===== config.mk =====
export PLATFORM = sky130hd
export DESIGN_NAME = reg_scan_display
export DESIGN_NICKNAME = d
export VERILOG_FILES = /design/src/rtl/reg_scan_pkg.sv /design/src/rtl/hex7seg.sv /design/src/rtl/reg_scan_display.sv
export SDC_FILE = /design/constraint.sdc
export NUM_CORES = 1
export LEC_CHECK = 0
export BUFFER_PORTS_ARGS = -buffer_cell sky130_fd_sc_hd__clkbuf_2
export CORE_MARGIN = 5
export CORE_UTILIZATION = 35
export CTS_CLUSTER_SIZE = 10
export DETAILED_ROUTE_END_ITERATION = 16
export PLACE_DENSITY = 0.55
export SYNTH_ARGS = -nofsm -noshare
export SYNTH_HDL_FRONTEND = slang
export SYNTH_SLANG_ARGS = --single-unit

===== constraint.sdc =====
create_clock -name clk -period 3.4 [get_ports clk]
set_input_delay 0.34 -clock clk [delete_from_list [all_inputs] [get_ports clk]]
set_output_delay 0.34 -clock clk [all_outputs]
set_load 0.05 [all_outputs]

===== src/rtl/reg_scan_pkg.sv =====
// Shared types and constants for the register-scan display: digit states,
// blanking values and the active-low hex glyph table.
package reg_scan_pkg;

    localparam logic [6:0] SEG_BLANK = 7'b1111111;
    localparam logic [3:0] AN_OFF    = 4'b1111;

    // Scan order is D3 -> D2 -> D1 -> D0 -> D3; reset parks in D0.
    typedef enum logic [1:0] {
        D3,
        D2,
        D1,
        D0
    } digit_e;

    // Active-low glyphs, bit order {g,f,e,d,c,b,a}.
    localparam logic [6:0] GLYPH_0 = 7'b1000000;
    localparam logic [6:0] GLYPH_1 = 7'b1111001;
    localparam logic [6:0] GLYPH_2 = 7'b0100100;
    localparam logic [6:0] GLYPH_3 = 7'b0110000;
    localparam logic [6:0] GLYPH_4 = 7'b0011001;
    localparam logic [6:0] GLYPH_5 = 7'b0010010;
    localparam logic [6:0] GLYPH_6 = 7'b0000010;
    localparam logic [6:0] GLYPH_7 = 7'b1111000;
    localparam logic [6:0] GLYPH_8 = 7'b0000000;
    localparam logic [6:0] GLYPH_9 = 7'b0010000;
    localparam logic [6:0] GLYPH_A = 7'b0001000;
    localparam logic [6:0] GLYPH_B = 7'b0000011;
    localparam logic [6:0] GLYPH_C = 7'b1000110;
    localparam logic [6:0] GLYPH_D = 7'b0100001;
    localparam logic [6:0] GLYPH_E = 7'b0000110;
    localparam logic [6:0] GLYPH_F = 7'b0001110;

    function automatic digit_e nextDigit(input digit_e d);
        digit_e n;
        n = D3;
        unique case (d)
            D3: n = D2;
            D2: n = D1;
            D1: n = D0;
            D0: n = D3;
            default: n = D3;
        endcase
        return n;
    endfunction

    // Active-low anode pattern; an[3] is the leftmost digit.
    function automatic logic [3:0] anFor(input digit_e d);
        logic [3:0] a;
        a = AN_OFF;
        unique case (d)
            D3: a = 4'b0111;
            D2: a = 4'b1011;
            D1: a = 4'b1101;
            D0: a = 4'b1110;
            default: a = AN_OFF;
        endcase
        return a;
    endfunction

endpackage


===== src/rtl/hex7seg.sv =====
// Combinational hex nibble to active-low 7-segment decoder.
module hex7seg
    import reg_scan_pkg::*;
(
    input  logic [3:0] nibble,
    output logic [6:0] seg
);

    always_comb begin
        seg = SEG_BLANK;
        unique case (nibble)
            4'h0: seg = GLYPH_0;
            4'h1: seg = GLYPH_1;
            4'h2: seg = GLYPH_2;
            4'h3: seg = GLYPH_3;
            4'h4: seg = GLYPH_4;
            4'h5: seg = GLYPH_5;
            4'h6: seg = GLYPH_6;
            4'h7: seg = GLYPH_7;
            4'h8: seg = GLYPH_8;
            4'h9: seg = GLYPH_9;
            4'hA: seg = GLYPH_A;
            4'hB: seg = GLYPH_B;
            4'hC: seg = GLYPH_C;
            4'hD: seg = GLYPH_D;
            4'hE: seg = GLYPH_E;
            4'hF: seg = GLYPH_F;
            default: seg = SEG_BLANK;
        endcase
    end

endmodule


===== src/rtl/reg_scan_display.sv =====
// Scans mirrored register pairs of the bank and shows addrRa/dataA/addrRb/dataB
// on a 4-digit multiplexed display. Define SCAN_AUTO_EN to enable auto stepping.
module reg_scan_display
    import reg_scan_pkg::*;
#(
    parameter int unsigned REFRESH_DIV = 50000,
    parameter int unsigned STEP_DIV    = 1000,
    parameter int unsigned NUM_REGS    = 8
) (
    input  logic       clk,
    input  logic       rst,
    input  logic       step,
    input  logic       hold,
    input  logic [3:0] datOutRa,
    input  logic [3:0] datOutRb,
    output logic [3:0] addrRa,
    output logic [3:0] addrRb,
    output logic [3:0] an,
    output logic [6:0] seg
);

    localparam int unsigned PW        = $clog2(REFRESH_DIV);
    localparam logic [PW-1:0] PCNT_LAST = PW'(REFRESH_DIV - 1);
    localparam logic [3:0] K_LAST     = 4'(NUM_REGS / 2 - 1);
    localparam logic [3:0] REG_LAST   = 4'(NUM_REGS - 1);

    logic [PW-1:0] pcnt;
    logic          tick;
    logic          stepQ;
    logic          stepEdge;
    logic          autoWrap;
    logic          advance;
    logic [3:0]    kNext;
    logic [3:0]    shA;
    logic [3:0]    shB;
    logic [3:0]    nibble;
    logic [6:0]    glyph;
    digit_e        stateQ;
    digit_e        stateD;

    // Refresh prescaler
    assign tick = (pcnt == PCNT_LAST);

    always_ff @(posedge clk or posedge rst) begin
        if (rst) begin
            pcnt <= '0;
        end else if (tick) begin
            pcnt <= '0;
        end else begin
            pcnt <= pcnt + PW'(1);
        end
    end

    // Manual step edge detect
    always_ff @(posedge clk or posedge rst) begin
        if (rst) begin
            stepQ <= 1'b0;
        end else begin
            stepQ <= step;
        end
    end

    assign stepEdge = step & ~stepQ;

`ifdef SCAN_AUTO_EN
    localparam int unsigned SW = (STEP_DIV > 1) ? $clog2(STEP_DIV) : 1;
    localparam logic [SW-1:0] SCNT_LAST = SW'(STEP_DIV - 1);

    logic [SW-1:0] scnt;

    assign autoWrap = tick & ~hold & (scnt == SCNT_LAST);

    // A manual edge restarts the auto interval so the two never double-step.
    always_ff @(posedge clk or posedge rst) begin
        if (rst) begin
            scnt <= '0;
        end else if (stepEdge || autoWrap) begin
            scnt <= '0;
        end else if (tick && !hold) begin
            scnt <= scnt + SW'(1);
        end
    end
`else
    logic unusedCfg;

    assign autoWrap  = 1'b0;
    assign unusedCfg = hold ^ (STEP_DIV == 0);
`endif

    assign advance = stepEdge | autoWrap;
    assign kNext   = (addrRa == K_LAST) ? 4'd0 : addrRa + 4'd1;

    // addrRa doubles as the pair index k; addrRb is its mirror.
    always_ff @(posedge clk or posedge rst) begin
        if (rst) begin
            addrRa <= 4'd0;
            addrRb <= REG_LAST;
        end else if (advance) begin
            addrRa <= kNext;
            addrRb <= REG_LAST - kNext;
        end
    end

    // Sample the bank's asynchronous read data only at slot boundaries.
    always_ff @(posedge clk or posedge rst) begin
        if (rst) begin
            shA <= 4'd0;
            shB <= 4'd0;
        end else if (tick) begin
            shA <= datOutRa;
            shB <= datOutRb;
        end
    end

    // Digit FSM
    always_ff @(posedge clk or posedge rst) begin
        if (rst) begin
            stateQ <= D0;
        end else begin
            stateQ <= stateD;
        end
    end

    always_comb begin
        stateD = stateQ;
        if (tick) begin
            stateD = nextDigit(stateQ);
        end
    end

    // Nibble for the digit being entered
    always_comb begin
        nibble = addrRa;
        unique case (stateD)
            D3: nibble = addrRa;
            D2: nibble = shA;
            D1: nibble = addrRb;
            D0: nibble = shB;
            default: nibble = addrRa;
        endcase
    end

    hex7seg uHex7seg (
        .nibble (nibble),
        .seg    (glyph)
    );

    always_ff @(posedge clk or posedge rst) begin
        if (rst) begin
            an  <= AN_OFF;
            seg <= SEG_BLANK;
        end else if (tick) begin
            an  <= anFor(stateD);
            seg <= glyph;
        end
    end

endmodule


==> Implementation_results.wiki, run 1 <==
{| class="wikitable"
! Metric !! Value
|-
| Clock buffer depth || 2
|-
| Share of cells above drive strength 1 || 0.273
|-
| Number of cells produced by synthesis || 238
|-
| Syn_nets || 260
|-
| Min-Delay Path Class || input port to asynchronous set/reset pin
|-
| Switching power || 0.386 mW
|-
| Internal Pwr Total || 0.803 mW
|-
| Post-Route WL || 4750 um
|-
| Number of antenna violations at the first check in global routing || 0
|-
| Width of the chip || 93.2 um
|-
| Overall via count from detail_route || 1742
|-
| Post-synthesis sequential area ratio || 0.473
|-
| Post-synthesis cell type count || 55
|-
| Layout-stage area growth over the synthesis result || 12.4%
|-
| RSZ-0062 raised after global routing || false
|-
| Final max-slew violation count || 0
|-
| Crit end category || register
|-
| Pwr per Cell Area || 437 mW/mm^2
|-
| Final period utilization || 0.936
|-
| Peak VDD IR || 0.000240 V
|-
| Vertical die dimension || 93.2 um
|-
| Remaining max-slew budget at the tightest pin || 0.377
|-
| Mean number of vias per cell || 4.96
|-
| Status || complete, no violations
|-
| Critical Path Source Type || register
|-
| Startpoint of the worst setup timing path || stateQ[0]
|-
| Buffering stage count on the worst path with inverters included || 3
|-
| Number of placed I/O pins || 31
|-
| Maximum fanout encountered on the critical timing path || 5
|-
| Clock latency on the worst-skew pair || 0.29 ns
|-
| Total global-route track usage || 0.120
|-
| Area taken by multi-input logic gates || 0.00117 mm^2
|-
| Standard cell area after detailed placement || 0.00263 mm^2
|-
| Drt initial violations || 70
|-
| Combinational fraction of design power || 0.229
|-
| Reg2reg start || stateQ[0]
|-
| F_max || 314 MHz
|-
| Max-capacitance violation count || 0
|-
| Transition at the pin with the smallest max-transition slack || 0.929 ns
|-
| Netlist area before placement || 0.00242 mm^2
|-
| Sequential share of power || 0.497
|-
| Library cell contributing the largest single delay on the critical path || sky130_fd_sc_hd__or4_2
|-
| Die area || 0.00869 mm^2
|-
| Total number of clock tree sinks || 45
|-
| Residual antenna-violating net count after detailed routing || 0
|-
| Number of fill cells in the layout || 688
|-
| Most frequent cells in the layout || sky130_fd_sc_hd__nand2_1, sky130_fd_sc_hd__dfrtp_1, sky130_fd_sc_hd__clkbuf_2, sky130_fd_sc_hd__nor2_1, sky130_fd_sc_hd__dfstp_2
|-
| Classification of the worst setup path || register to register
|-
| Tmin final || 3.18 ns
|-
| Net Sw Frac || 0.325
|-
| Via count of the first global-routing pass || 1771
|-
| Fin. Hold Viols || 0
|-
| Total core area || 0.00676 mm^2
|-
| Wire length per cell after detailed routing || 13.5 um
|-
| Worst clock skew on the final layout || 0.00463 ns
|-
| Cell-by-cell trace of the critical path || inv_1 > ha_1 > and4_1 > and4_2 > nor2_4 > inv_2 > mux4_2 > inv_2 > ha_1 > or4_2 > o21ai_0 > a221oi_1
|-
| Total negative slack || 0 ns
|-
| Detailed-placement wirelength estimate || 3410 um
|-
| Total CTS buffers || 5
|-
| Synth warnings || 0
|-
| Overflow left after global routing || 0
|-
| Delay-heaviest family, CP || simple AND/OR/NAND/NOR gates
|-
| Final antenna diode count || 0
|-
| Effective utilization at floorplan || 0.359
|-
| Data arrival time of the critical path || 3.38 ns
|-
| CTS tree || done
|-
| Register cell area after layout || 0.00115 mm^2
|-
| Number of port buffers || 29
|-
| Number of placement rows || 30
|-
| Max H-tree Level || 2
|-
| Post-Layout Inst Area || 0.00272 mm^2
|-
| Root cell of the clock tree || sky130_fd_sc_hd__clkbuf_8
|-
| Commonest non-fill, non-tap cell in the layout || sky130_fd_sc_hd__nand2_1
|-
| Max incr delay on CP || 0.66 ns
|-
| Mean instance size in the synthesized netlist || 10.2 um^2
|-
| Nets || 292
|-
| DRC violation count after routing || 0
|-
| Total setup violations reported at the end of the flow || 0
|-
| Detailed Routing Iterations Pass 1 || 4
|-
| Data required time at the worst endpoint || 3.60 ns
|-
| Number of buffers inserted by hold repair at cts || 0
|-
| Portion of total power attributed to the clock network || 0.274
|-
| Clock-pin slew on the worst setup and hold paths || 0.08 ns
|-
| RD Place Congestion || 0.762
|-
| Post-synthesis register bit count || 45
|-
| Maximum number of pins on one net before global-route repair || 36
|-
| Lkg Pwr || 1.25 nW
|-
| Global-route wire length before repair || 8310 um
|}
## cell type report
type | instances | area share
multi-input combinational | 174 | 0.429
sequential | 45 | 0.421
clock inverter | 1 | 0.00276
inverter | 9 | 0.0133
clock buffer | 7 | 0.0280
timing repair buffer | 35 | 0.0698
tap | 80 | 0.0367
## per-layer routing
metal,global-route usage,up-vias,wire length [um]
li1,-,879,-
met1,0.159,825,2340
met2,0.184,31,2110
met3,0.0306,7,209
met4,0.0562,0,94
met5,0,-,0
## Yosys cell counts, drive strengths merged
library cell,count,share of area
or2,2,0.0052
and4bb,2,0.012
mux4,1,0.011
and4,3,0.011
o31ai,1,0.0031
a22oi,1,0.0031
buf,6,0.025
dlygate4sd1,1,0.0036
nor2,19,0.030
nand3,7,0.014
xnor2,6,0.022
dfstp,16,0.17
nand3b,2,0.0062
a31oi,4,0.010
a311oi,1,0.0036
or4,1,0.0036
nor2b,2,0.0052
a21oi,4,0.013
a41oi,3,0.014
ha,10,0.052
xor2,9,0.033
or2b,1,0.0031
o21ai,10,0.021
nor3,3,0.0062
clkbuf,3,0.0046
nand2,48,0.074
o31a,1,0.0036
a311o,1,0.0041
nand4,3,0.010
a221oi,1,0.0036
a31o,1,0.0036
o21a,2,0.0062
and2,3,0.0077
nor4b,1,0.0098
nand2b,3,0.0077
and3,6,0.016
or3b,1,0.0036
dfrtp,29,0.30
mux2i,5,0.021
inv,9,0.015
o211ai,1,0.0031
a211oi,5,0.023
## kinds of logic after synthesis
family,count (synthesis),synth area share
buffers and inverters,19,0.0480
DFF,45,0.473
xor gates and xnor gates,15,0.0542
muxes,6,0.0315
adders and majority gates,10,0.0516
and+or+nand+nor,107,0.227
AOI/OAI and AO/OA,36,0.115
## metrics by stage
| stage | util | worst slack (ns) | total power [mW] | cells | hold WS [ns] |
|---|---|---|---|---|---|
| 3_5_place_dp | 0.390 | 0.136 | 0.872 | 343 | 0.446 |
| 3_3_place_gp | 0.390 | 0.153 | 0.871 | 343 | 0.443 |
| 5_1_grt | 0.403 | 0.0119 | 1.25 | 351 | 0.161 |
| 6_report | 0.403 | 0.219 | 1.19 | 351 | 0.106 |
| 4_1_cts | 0.402 | 0.111 | 1.21 | 351 | 0.134 |
| 2_1_floorplan | - | 0.125 | 0.794 | 238 | 0.371 |
## worst paths after layout
kind,to,slack (ns),depth (start not counted)
setup / recovery,seg[0],0.22,12
hold / removal,pcnt[13],0.11,2
setup reg to reg,seg[0],0.22,12
hold reg to reg,an[2],0.46,2
max in group asynchronous,stateQ[1],2.51,3
min in group clk,stepQ,0.17,1
## state kept, by name, indices dropped and copies added (netlist names)
register / flops
addrRa: 4
addrRb: 3
an: 4
pcnt: 16
seg: 7
shA: 4
shB: 4
stateQ: 2
stepQ: 1
## worst register-to-register path, delay by kind of cell (launching register included)
kind | cells | cell delay [ns]
flops | 1 | 0.53
mux | 1 | 0.28
fa+ha+maj | 2 | 0.55
simple gates | 4 | 1.28
compound gates | 2 | 0.21
buf+inv | 3 | 0.24
## power groups by stage
stage	clock network, mW	logic, mW	registers, mW
finish	0.325	0.273	0.591
global route	0.360	0.300	0.595
CTS	0.342	0.272	0.591
detailed placement	0	0.271	0.601
global placement	0	0.268	0.603
floorplan	0	0.122	0.671
## timing repair
action | 4_1_cts | 5_1_grt
setup endpoints to repair | 0 | 1
resized for setup | 0 | 3
setup buffers | 0 | 0
(Power assumes the default switching activity.)
==> run 2, diff against run 1 <==
==> constraint.sdc (replaced) <==
create_clock -name clk -period 3.4 [get_ports clk]
set_input_delay 1.02 -clock clk [delete_from_list [all_inputs] [get_ports clk]]
set_output_delay 1.02 -clock clk [all_outputs]
set_load 0.05 [all_outputs]
==> run 2 against run 1 <==
- combinational power about the same
- power up 13%
- wire length increased by 1.3%
- global-route usage is 0.16 points lower
- die area unchanged
- sequential power hardly changed
- sequential cell count unchanged
- clock power is 47% higher
- worst hold slack improved by 0.35 ns
- highest routed layer unchanged
- non-clock buffer count is 1 higher
- critical endpoint unchanged
==> Implementation_results.wiki, run 2 (synthesized netlist as in run 1, its figures left out) <==
{| class="wikitable"
! Metric !! Value
|-
| Data required time at the worst endpoint || 3.61 ns
|-
| Root cell of the clock tree || sky130_fd_sc_hd__clkbuf_8
|-
| DRC violation count after routing || 0
|-
| Total global-route track usage || 0.119
|-
| Post-Route WL || 4810 um
|-
| Number of placement rows || 30
|-
| Drt initial violations || 85
|-
| Status || complete, no violations
|-
| Capture point of the worst reg-to-reg path || seg[0]
|-
| Detailed-placement wirelength estimate || 3460 um
|-
| Buffering stage count on the worst path with inverters included || 3
|-
| Peak VDD IR || 0.000267 V
|-
| Standard cell area after detailed placement || 0.00264 mm^2
|-
| Classification of the worst setup path || register to register
|-
| Width of the chip || 93.2 um
|-
| Largest registers in the final layout || pcnt: 16 flops, seg: 7 flops
|-
| Max incr delay on CP || 0.65 ns
|-
| Layout-stage area growth over the synthesis result || 14.8%
|-
| Global-route wire length before repair || 8360 um
|-
| Maximum fanout encountered on the critical timing path || 5
|-
| Number of buffers inserted by hold repair at cts || 0
|-
| Commonest non-fill, non-tap cell in the layout || sky130_fd_sc_hd__nand2_1
|-
| Number of antenna violations at the first check in global routing || 0
|-
| Start point of the worst min-delay path || pcnt[0]
|-
| Number of placed I/O pins || 31
|-
| Overall via count from detail_route || 1754
|-
| Critical Path Source Type || register
|-
| Number of fill cells in the layout || 688
|-
| Clock latency on the worst-skew pair || 0.30 ns
|-
| Flip-flop count of the largest register after layout || 16
|-
| Register-to-register path setup slack || 0.27 ns
|-
| Clock-pin slew on the worst setup and hold paths || 0.09 ns
|-
| Reg2reg start || stateQ[0]
|-
| Fin. Hold Viols || 0
|-
| Nets || 293
|-
| Area taken by multi-input logic gates || 0.00117 mm^2
|-
| Pwr per Cell Area || 481 mW/mm^2
|-
| Total setup violations reported at the end of the flow || 0
|-
| Top reg by flops || pcnt
|-
| Maximum number of pins on one net before global-route repair || 36
|-
| Post-Layout Inst Area || 0.00278 mm^2
|-
| Vertical die dimension || 93.2 um
|-
| Remaining max-slew budget at the tightest pin || 0.599
|-
| CTS tree || done
|-
| Total number of clock tree sinks || 45
|-
| Detailed Routing Iterations Pass 1 || 4
|-
| Library cell contributing the largest single delay on the critical path || sky130_fd_sc_hd__or4_2
|-
| Crit end category || register
|-
| Total CTS buffers || 5
|-
| Transition at the pin with the smallest max-transition slack || 0.598 ns
|-
| Hold Path End || pcnt[0]
|-
| Via count of the first global-routing pass || 1731
|-
| Number of cells on the worst hold path || 1
|-
| Most frequent cells in the layout || sky130_fd_sc_hd__nand2_1, sky130_fd_sc_hd__dfrtp_1, sky130_fd_sc_hd__clkbuf_2, sky130_fd_sc_hd__nor2_1, sky130_fd_sc_hd__dfstp_2
|-
| F_max || 319 MHz
|-
| Number of port buffers || 29
|-
| Max-capacitance violation count || 0
|-
| Total core area || 0.00676 mm^2
|-
| RSZ-0062 raised after global routing || false
|-
| Cell-by-cell trace of the critical path || inv_1 > ha_1 > and4_1 > and4_2 > nor2_4 > inv_2 > mux4_2 > inv_2 > ha_1 > or4_2 > o21ai_0 > a221oi_1
|-
| Tmin final || 3.13 ns
|-
| Share of cells above drive strength 1 || 0.283
|-
| Worst clock skew on the final layout || 0.0106 ns
|-
| Mean number of vias per cell || 4.98
|-
| Wire length per cell after detailed routing || 13.7 um
|-
| Register cell area after layout || 0.00115 mm^2
|-
| Clock buffer depth || 2
|-
| Max H-tree Level || 2
|-
| FF-to-FF path depth || 12
|-
| Die area || 0.00869 mm^2
|-
| Overflow left after global routing || 0
|-
| Delay-heaviest family, CP || simple AND/OR/NAND/NOR gates
|-
| Effective utilization at floorplan || 0.359
|-
| Total negative slack || 0 ns
|-
| Residual antenna-violating net count after detailed routing || 0
|-
| Final period utilization || 0.922
|-
| Final max-slew violation count || 0
|-
| Lkg Pwr || 1.28 nW
|-
| Data arrival time of the critical path || 3.34 ns
|-
| RD Place Congestion || 0.817
|-
| Min-Delay Path Class || register to register
|-
| Final antenna diode count || 0
|}
[run 2: final cells by class]
cell class                      count  share of cell area
Multi-Input combinational cell    174               0.420
Sequential cell                    45               0.412
Timing Repair Buffer               36              0.0711
Tap cell                           80              0.0360
Clock buffer                        5              0.0247
Clock inverter                      3              0.0234
Inverter                            9              0.0130
[run 2: metal layers]
metal	vias to the layer above	global-route usage	wire length, um
li1	884	-	-
met1	837	0.165	2460
met2	27	0.183	2090
met3	6	0.0257	187
met4	0	0.0403	74
met5	-	0	0
[run 2: worst register-to-register path, stage by stage (launching register included)]
cell and delay [ns]:
sky130_fd_sc_hd__dfstp_2 0.53, sky130_fd_sc_hd__inv_1 0.07, sky130_fd_sc_hd__ha_1 0.32, sky130_fd_sc_hd__and4_1 0.20, sky130_fd_sc_hd__and4_2 0.26, sky130_fd_sc_hd__nor2_4 0.14, sky130_fd_sc_hd__inv_2 0.09, sky130_fd_sc_hd__mux4_2 0.30
sky130_fd_sc_hd__inv_2 0.08, sky130_fd_sc_hd__ha_1 0.19, sky130_fd_sc_hd__or4_2 0.65, sky130_fd_sc_hd__o21ai_0 0.10, sky130_fd_sc_hd__a221oi_1 0.11
[run 2: how the worst max path moves through the flow]
| stage | start | endpoint | slack, ns | cells after the start |
|---|---|---|---|---|
| 2_1_floorplan | stateQ[0] | seg[0] | 0.13 | 12 |
| 3_3_place_gp | stateQ[0] | seg[0] | 0.18 | 12 |
| 3_5_place_dp | stateQ[0] | seg[0] | 0.17 | 12 |
| 4_1_cts | stateQ[0] | seg[0] | 0.15 | 12 |
| 5_1_grt | stateQ[0] | seg[0] | 0.03 | 12 |
| 6_report | stateQ[0] | seg[0] | 0.27 | 12 |
[run 2: report_power, final]
part / total [mW] / switching [mW] / internal [mW]
clock: 0.478 / 0.186 / 0.292
sequential: 0.590 / 0.0247 / 0.566
combinational: 0.270 / 0.180 / 0.0900
total: 1.34 / 0.390 / 0.948
[run 2: repair_timing]
action | CTS | global route
gates resized for setup | 0 | 3
setup endpoints to repair | 0 | 1
buffers inserted | 0 | 0
[run 2: per-stage QoR]
step                worst slack (ns)  instances  power (mW)  utilization  hold slack (ns)
floorplan                      0.125        238       0.794            -            0.425
global placement               0.183        344       0.870        0.391            0.443
detailed placement             0.166        344       0.872        0.391            0.445
CTS                            0.151        352        1.36        0.411            0.457
global route                  0.0260        352        1.41        0.412            0.468
finish                         0.267        352        1.34        0.412            0.452
==> run 3, diff against run 2 <==
- SYNTH_HIERARCHICAL: default -> 1
==> run 3 against run 2 <==
- via count up 0.34%
- clock skew barely moved
- worst setup slack gained 0.016 ns
- non-clock buffer count increased by 3
- cell count is 3.7% higher
- clock-buffer cell count grew 3
- utilization up 0.20 points
- global-route usage grew 0.33 points
- design area up 0.49%
- clock power fell by 17%
- power is 2.3% lower
- sequential cell count did not move
- critical endpoint is now seg[3]
- highest routed layer unchanged
==> Implementation_results.wiki, run 3 <==
{| class="wikitable"
! Metric !! Value
|-
| Status || complete, no violations
|-
| Detailed-placement wirelength estimate || 3360 um
|-
| Capture point of the worst reg-to-reg path || seg[3]
|-
| RD Place Congestion || 0.833
|-
| Max H-tree Level || 2
|-
| Maximum number of pins on one net before global-route repair || 46
|-
| Most used standard cell by instance count after synthesis || sky130_fd_sc_hd__nand2_1
|-
| Crit end category || register
|-
| Cell-by-cell trace of the critical path || ha_1 > nand3_1 > and4b_2 > mux2i_4 > nand2_1 > a32oi_1 > inv_1 > ha_1 > inv_1 > mux4_1 > nand2_1 > nand2_1
|-
| Main area contributors after synthesis || sky130_fd_sc_hd__dfrtp_1, sky130_fd_sc_hd__dfstp_2, sky130_fd_sc_hd__nand2_1
|-
| Reg2reg start || pcnt[0]
|-
| Prevailing post-synth register cell || sky130_fd_sc_hd__dfrtp_1
|-
| Total CTS buffers || 5
|-
| Commonest cells post-synth || sky130_fd_sc_hd__nand2_1, sky130_fd_sc_hd__dfrtp_1, sky130_fd_sc_hd__nor2_1
|-
| Remaining max-slew budget at the tightest pin || 0.609
|-
| Drt initial violations || 54
|-
| Via count of the first global-routing pass || 1747
|-
| Number of enable-type register cells in the synthesized netlist || 0
|-
| Final WS setup || 0.283 ns
|-
| Combinational fraction of design power || 0.243
|-
| Transition at the pin with the smallest max-transition slack || 0.587 ns
|-
| Leading area contributor after synthesis || sky130_fd_sc_hd__dfrtp_1
|-
| Final period utilization || 0.917
|-
| Max incr delay on CP || 0.49 ns
|-
| Buffers inserted by post-CTS timing repair || 0
|-
| F_max || 321 MHz
|-
| Data required time at the worst endpoint || 3.65 ns
|-
| Post-Route WL || 4700 um
|-
| Nets || 307
|-
| Max-capacitance violation count || 0
|-
| Syn_nets || 272
|-
| Effective utilization at floorplan || 0.358
|-
| Worst-case setup slack after placement || 0.171 ns
|-
| Number of cells on the worst hold path || 1
|-
| Number of placed I/O pins || 31
|-
| Register-to-register path setup slack || 0.28 ns
|-
| Largest registers in the final layout || pcnt: 16 flops, seg: 7 flops
|-
| Total number of clock tree sinks || 45
|-
| Ys async rst share || 1.00
|-
| Number of antenna violations at the first check in global routing || 0
|-
| Post-synthesis sequential area ratio || 0.474
|-
| Sequential share of power || 0.452
|-
| Total core area || 0.00676 mm^2
|-
| Critical Path Source Type || register
|-
| Top reg by flops || pcnt
|-
| Number of cells produced by synthesis || 249
|-
| Global-route wire length before repair || 8380 um
|-
| Mean number of vias per cell || 4.82
|-
| Hold Path End || pcnt[0]
|-
| Buffering stage count on the worst path with inverters included || 2
|-
| Clock buffer depth || 2
|-
| Tmin final || 3.12 ns
|-
| Final max-slew violation count || 0
|-
| Share of cells above drive strength 1 || 0.274
|-
| Clock latency on the worst-skew pair || 0.30 ns
|-
| Internal Pwr Total || 0.891 mW
|-
| Delay-heaviest family, CP || multiplexers
|-
| Fin. Hold Viols || 0
|-
| Vertical die dimension || 93.2 um
|-
| Total negative slack || 0 ns
|-
| Residual antenna-violating net count after detailed routing || 0
|-
| Most frequent cell on the critical path || sky130_fd_sc_hd__nand2_1
|-
| Pwr per Cell Area || 468 mW/mm^2
|-
| Data arrival time of the critical path || 3.37 ns
|-
| Net Sw Frac || 0.318
|-
| Clock-pin slew on the worst setup and hold paths || 0.09 ns
|-
| Maximum fanout encountered on the critical timing path || 5
|-
| Die area || 0.00868 mm^2
|-
| Overall via count from detail_route || 1760
|-
| Most frequent cells in the layout || sky130_fd_sc_hd__nand2_1, sky130_fd_sc_hd__dfrtp_1, sky130_fd_sc_hd__clkbuf_2, sky130_fd_sc_hd__nor2_1, sky130_fd_sc_hd__dfstp_2
|-
| Root cell of the clock tree || sky130_fd_sc_hd__clkbuf_8
|-
| Post-synthesis register bit count || 45
|-
| Library cell contributing the largest single delay on the critical path || sky130_fd_sc_hd__mux4_1
|-
| Peak VDD IR || 0.000206 V
|-
| Detailed Routing Iterations Pass 1 || 4
|-
| Number of placement rows || 30
|-
| Wire length per cell after detailed routing || 12.9 um
|-
| Start point of the worst min-delay path || pcnt[0]
|-
| Number of port buffers || 29
|-
| Layout-stage area growth over the synthesis result || 15.5%
|-
| Netlist area before placement || 0.00242 mm^2
|-
| Min-Delay Path Class || register to register
|-
| DRC violation count after routing || 0
|-
| Worst clock skew on the final layout || 0.0104 ns
|-
| Width of the chip || 93.2 um
|-
| Final antenna diode count || 0
|-
| Fraction of post-synthesis cell area in the top cell type by area || 0.300
|-
| Switching power || 0.416 mW
|-
| Portion of total power attributed to the clock network || 0.304
|-
| Classification of the worst setup path || register to register
|-
| Total global-route track usage || 0.122
|-
| Commonest non-fill, non-tap cell in the layout || sky130_fd_sc_hd__nand2_1
|-
| Synth warnings || 6
|-
| FF-to-FF path depth || 12
|-
| Flip-flop count of the largest register after layout || 16
|-
| Lkg Pwr || 1.30 nW
|-
| Overflow left after global routing || 0
|-
| RSZ-0062 raised after global routing || false
|-
| CTS tree || done
|-
| Mean instance size in the synthesized netlist || 9.72 um^2
|-
| Post-synthesis cell type count || 43
|-
| Total setup violations reported at the end of the flow || 0
|}
-- run 3: cell count changes in the layout (fill, tap and decap cells not counted), moves of 4 or more --
cell / change
sky130_fd_sc_hd__xnor2_1: +4
sky130_fd_sc_hd__nand2_1: +15
sky130_fd_sc_hd__nor2_1: +5
sky130_fd_sc_hd__nand3_1: -4
sky130_fd_sc_hd__xor2_1: -4
sky130_fd_sc_hd__mux2_2: +4
sky130_fd_sc_hd__inv_1: +5
sky130_fd_sc_hd__o21ai_0: -5
-- run 3: kinds of logic (layout without fill, tap and decap cells) --
group           count (synthesis)  after routing  share of synthesized area
flops                          45             45                      0.474
mux                            12             12                     0.0651
fa+ha+maj                      11             11                     0.0569
buf+inv                        24             60                     0.0476
compound gates                 25             25                     0.0708
simple gates                  117            117                      0.232
xor+xnor                       15             15                     0.0543
-- run 3: cell type report --
cell class,count,area [um^2]
well taps,80,100
multi-input cells,180,1170
repair buffers,39,220
inverters,13,50.0
flip-flops and latches,45,1150
clock buffers,8,111
fillers,690,3960
-- run 3: layer usage --
layer	up-vias	wire [um]	GRT usage	share of wire
met2	25	2180	0.191	0.46
li1	906	-	-	-
met1	824	2310	0.163	0.49
met4	0	68	0.0403	0.014
met3	5	149	0.0322	0.032
met5	-	0	0	0
-- run 3: repair_timing --
item	in CTS	in global routing
endpoints found under the hold margin	0	0
hold buffers	0	0
gates resized for setup	0	3
setup endpoints to repair	0	2
-- run 3: worst max path at each step --
stage          depth (start not counted)      to      start  slack [ns]
2_1_floorplan                         13  seg[3]  stateQ[0]        0.24
3_3_place_gp                          14  seg[0]    pcnt[0]        0.21
3_5_place_dp                          13  seg[3]    pcnt[0]        0.17
4_1_cts                               13  seg[3]    pcnt[0]        0.15
5_1_grt                               13  seg[3]    pcnt[0]        0.05
6_report                              12  seg[3]    pcnt[0]        0.28
-- run 3: metrics by stage --
| step | hold slack, ns | cells | instance area [um^2] | util | total power, mW |
|---|---|---|---|---|---|
| CTS | 0.458 | 365 | 2790 | 0.412 | 1.32 |
| global route | 0.470 | 365 | 2800 | 0.414 | 1.40 |
| finish | 0.456 | 365 | 2800 | 0.414 | 1.31 |
| global placement | 0.439 | 357 | 2680 | 0.396 | 0.912 |
| detailed placement | 0.446 | 357 | 2680 | 0.396 | 0.915 |
| floorplan | 0.424 | 249 | 2420 | - | 0.836 |
-- run 3: power by group through the flow --
stage                     clock network [mW]  logic (mW)  registers, mW
final                                  0.398       0.318          0.591
after detailed placement                   0       0.313          0.602
after global placement                     0       0.312          0.600
after CTS                              0.411       0.314          0.592
after floorplan                            0       0.167          0.669
after global routing                   0.441       0.358          0.598
